===== config.mk =====
export PLATFORM = sky130hd
export DESIGN_NAME = fetch_pc_gen
export DESIGN_NICKNAME = d
export VERILOG_FILES = /design/src/rtl/fetch_pc_gen.sv
export SDC_FILE = /design/constraint.sdc
export NUM_CORES = 1
export LEC_CHECK = 0
export BUFFER_PORTS_ARGS = -buffer_cell sky130_fd_sc_hd__clkbuf_2
export CORE_UTILIZATION = 50
export CTS_CLUSTER_DIAMETER = 100
export DETAILED_ROUTE_END_ITERATION = 10
export PLACE_DENSITY_LB_ADDON = 0.3
export SLEW_MARGIN = 10
export SYNTH_ARGS = -nofsm -noshare
export SYNTH_HDL_FRONTEND = slang
export SYNTH_SLANG_ARGS = --single-unit

===== constraint.sdc =====
create_clock -name clk -period 3.4 [get_ports clk]
set_input_delay 0.51 -clock clk [delete_from_list [all_inputs] [get_ports clk]]
set_output_delay 0.51 -clock clk [all_outputs]
set_load 0.005 [all_outputs]

===== src/rtl/fetch_pc_gen.sv =====
// Raisin64 fetch-PC sequencer: issues imem requests, hands words to decode, drains on redirect.
// Optional macro FETCH_MISALIGN_TRAP_EN: odd redirect targets go to TRAP_VECTOR and pulse misalign_flt.
module fetch_pc_gen #(
  parameter logic [63:0] RESET_VECTOR = 64'h0,
  parameter int unsigned FETCH_BYTES  = 8,
  parameter logic [63:0] TRAP_VECTOR  = 64'h10
) (
  input  logic        clk,
  input  logic        rst,
  input  logic        do_jump,
  input  logic [63:0] jump_pc,
  input  logic        stall,
  output logic [63:0] imem_addr,
  output logic        imem_req,
  input  logic        imem_ack,
  input  logic [63:0] imem_data,
  output logic [63:0] fetch_data,
  output logic [63:0] fetch_pc,
  output logic        fetch_valid,
  input  logic        fetch_ready,
  output logic        flush,
  output logic        misalign_flt
);

  localparam logic [63:0] STEP       = 64'(FETCH_BYTES);
  localparam logic [63:0] ALIGN_MASK = ~(STEP - 64'd1);

  typedef enum logic [1:0] {BOOT, FETCH, DRAIN} state_t;

  state_t      state;
  state_t      state_nxt;
  logic [63:0] pc;
  logic [63:0] pend_pc;
  logic [63:0] jump_target;
  logic        req_hold;
  logic        req_stuck;
  logic        jump_bad;

`ifdef FETCH_MISALIGN_TRAP_EN
  assign jump_bad = jump_pc[0];
`else
  assign jump_bad = 1'b0;
`endif

  assign jump_target = jump_bad ? TRAP_VECTOR : jump_pc;
  // An issued request that is not completing this cycle must be waited out.
  assign req_stuck   = imem_req & ~imem_ack;

  always_ff @(posedge clk) begin
    if (rst) state <= BOOT;
    else     state <= state_nxt;
  end

  always_comb begin
    state_nxt = state;
    case (state)
      BOOT:    state_nxt = FETCH;
      FETCH:   if (do_jump && req_stuck) state_nxt = DRAIN;
      DRAIN:   if (imem_ack) state_nxt = FETCH;
      default: state_nxt = BOOT;
    endcase
  end

  always_comb begin
    imem_req  = 1'b0;
    imem_addr = pc & ALIGN_MASK;
    case (state)
      FETCH:   imem_req = req_hold | (~stall & (~fetch_valid | fetch_ready));
      DRAIN:   imem_req = 1'b1;
      default: imem_req = 1'b0;
    endcase
  end

  // PC, pending redirect target and decode-side holding register.
  always_ff @(posedge clk) begin
    if (rst) begin
      pc           <= RESET_VECTOR;
      pend_pc      <= '0;
      req_hold     <= 1'b0;
      fetch_valid  <= 1'b0;
      fetch_data   <= '0;
      fetch_pc     <= '0;
      flush        <= 1'b0;
      misalign_flt <= 1'b0;
    end else begin
      req_hold     <= req_stuck;
      flush        <= do_jump;
      misalign_flt <= do_jump & jump_bad;
      case (state)
        BOOT: begin
          if (do_jump) pc <= jump_target;
        end
        FETCH: begin
          if (do_jump) begin
            fetch_valid <= 1'b0;
            if (req_stuck) pend_pc <= jump_target;
            else           pc      <= jump_target;
          end else if (imem_req && imem_ack) begin
            fetch_data  <= imem_data;
            fetch_pc    <= pc;
            fetch_valid <= 1'b1;
            pc          <= (pc & ALIGN_MASK) + STEP;
          end else if (fetch_ready) begin
            fetch_valid <= 1'b0;
          end
        end
        DRAIN: begin
          fetch_valid <= 1'b0;
          if (do_jump) pend_pc <= jump_target;
          // Newest redirect wins even when it lands on the draining ack.
          if (imem_ack) pc <= do_jump ? jump_target : pend_pc;
        end
        default: ;
      endcase
    end
  end

endmodule


==> impl_metrics.ini <==
[grt]
gr-max-usage-layer = met2
use_met2 = 0.459
grt_pass1_vias = 11700
grt_pass1_wl_mm = 60.1
grt_use_total = 0.286
antenna_found_initial = 4
grt.met1_usage = 0.383
met3_usage = 0.0475
overflow = 0
grt_max_degree = 129

[logic_synthesis]
synth-edff-count = 0
yosys_warnings = 0
netlist_area_sq_mm = 0.0123
synth_seq_cells = 261
netlist_instances = 1632
ys_seq_area_frac = 0.425
synth-async-reset-ratio = 0
synth.distinct_cells = 70
synth-main-ff-cell = dfxtp_1
synth.avg_cell_area_sq_um = 7.54

[worst_setup_path]
cp-start-kind = flop
path_class = flop to flop
endpoint = pend_pc[33]
crit_required_ns = 3.78
path_max_fanout = 23
reg2reg_slack_ns = 0.49
cp-startpoint = state[0]
reg2regPathDepth = 9
worstPathArrival_ns = 3.29
crit_path_end_kind = flop
regToRegStartpoint = state[0]
rr_endpoint = pend_pc[33]

[route]
route.vias.total = 12600
detail-route-antenna-nets = 0
drt-total-wl_mm = 37.4
drt_first_pass_iters = 7
post-route-drc-count = 0
wl_per_cell_microns = 17.1
vias_per_cell = 5.78
drt-initial-drc-count = 1238

[cts]
worst_skew_pair.late_latency_ns = 0.54
cts_root_buf = clkbuf_16
cts_setup_buffers = 0
cts_buffers = 29
cts.sinks = 261
clockBufferDepth = 3
postCtsHoldBufs = 0
path_clk_slew_ns = 0.06
cts_tree = built
h-tree-depth = 1
post_cts_resized = 0

[cells_and_area]
fillers = 2266
fin_cells = 2181
final_area_sq_mm = 0.0147
drive_gt1_frac = 0.231
layout_commonest_cell = nand2_1
layout_common_cells = nand2_1 (443), clkbuf_2 (324), dfxtp_1 (261)
finalNetCount = 1972
area_growth_pct = 19.8

[floorplan]
coreArea_sq_mm = 0.0242
fp.dieW_microns = 159
die_h_microns = 159
die_area_sq_mm = 0.0252
io-pin-count = 330
start_util = 0.507
rows = 57

[timing]
fin_setup_tns_ns = 0
maxSlewViolCount = 0
hold_viol = 0
skew_ns = 0.00988
setup_viol = 0
slew_headroom = 0.355
worst_pin_slew_ns = 0.968
fin_crit_ns = 2.91
fin_ws_ns = 0.492
rsz0062_at_grt = no
max_freq_ghz = 0.344
fin_crit_sh = 0.855

[placement]
place_ws_ns = 0.550
gp_congestion = 0.913
placed_cell_area_sq_mm = 0.0138
dpl.cell_count = 2126
dp_hpwl_mm = 24.9
io_buffers = 325

[hold_path]
hold_class = input port to flop

[power]
power.density_mw_per_mm2 = 780
finalPower_mw = 11.5
vdd_drop_max_mv = 0.514
p_leak_nw = 5.74

[run]
maxCapViolCount = 0

[run_status]
outcome = complete, no violations
==> where the power goes <==
group	total [mW]	internal, mW	switching, mW
clock network	3.16	1.90	1.26
registers	4.37	3.65	0.723
logic	3.97	1.54	2.43
==> cells by family after synthesis <==
kind of cell	count (synthesis)	synth area share
AND/OR/NAND/NOR	666	0.238
AO/OA/AOI/OAI	470	0.231
flip-flops	261	0.425
buffers and inverters	208	0.0850
XOR/XNOR	15	0.0107
multiplexers	6	0.00498
adder cells (fa/ha/maj)	5	0.00508
other	1	0.000305
==> cells in the mapped netlist (7+ instances only) <==
cell type  count  area share
xor2_1         7      0.0050
dfxtp_1      261        0.42
a221o_1       18       0.015
nand3_1       27       0.011
o21ai_0       84       0.034
a22o_1        13      0.0093
a22oi_1       18       0.011
nor4_1        14      0.0071
a221oi_1      24       0.017
inv_1         12      0.0037
o211ai_1       8      0.0049
buf_2          9      0.0037
clkbuf_1     113       0.034
xnor2_1        8      0.0057
a21oi_1      236       0.096
o31ai_1        7      0.0043
nand4_1       29       0.015
nor2_1        60       0.018
and2_1         8      0.0041
and3_1        10      0.0051
nor3_1        30       0.012
buf_4         65       0.040
o22ai_1       12      0.0061
nand2_1      443        0.14
==> worst min-delay path by stage <==
stage | from | to | slack (ns) | cells past startpoint
6_report | imem_data[60] | fetch_data[60] | 0.19 | 3
3_5_place_dp | fetch_data[23] | fetch_data[23] | 0.45 | 2
4_1_cts | imem_data[11] | fetch_data[11] | 0.17 | 3
2_1_floorplan | pc[0] | fetch_pc[0] | 0.43 | 2
3_3_place_gp | fetch_pc[9] | fetch_pc[9] | 0.44 | 2
5_1_grt | imem_data[9] | fetch_data[9] | 0.17 | 3
==> flip-flops by register name, summed over array words and instances, names as in the netlist <==
signal,count
fetch_data,64
fetch_pc,64
pc,64
pend_pc,64
state,2
fetch_valid,1
flush,1
req_hold,1
==> per-stage QoR <==
stage / utilization / hold slack [ns]
after CTS: 0.608 / 0.172
after floorplan: - / 0.432
after global routing: 0.608 / 0.173
after detailed placement: 0.568 / 0.445
after global placement: 0.568 / 0.440
final: 0.608 / 0.189
==> critical path: stages (launching register included) <==
cell	delay, ns
dfxtp_1	0.36
inv_1	0.09
ha_1	0.35
nor2b_1	0.18
a21oi_1	0.19
o21ai_0	0.53
nand3_2	0.53
buf_12	0.35
nand2_1	0.08
a21oi_1	0.08
==> layer usage <==
metal | up-vias | part of all wire
met3 | 81 | 0.082
met2 | 580 | 0.46
met4 | 2 | 0.030
met1 | 5892 | 0.43
met5 | - | 0.00035
li1 | 6045 | -
==> cell type report <==
cell class / count / area [sq um] / area share
antenna: 3 / 7.51 / 0.000509
clock buffer: 39 / 813 / 0.0552
clock inverter: 13 / 146 / 0.00993
inverter: 14 / 52.6 / 0.00356
multi-input combinational: 1166 / 6100 / 0.414
sequential: 261 / 5230 / 0.354
tap: 324 / 405 / 0.0275
timing repair buffer: 361 / 1990 / 0.135
Power figures use the tool's default switching activity.
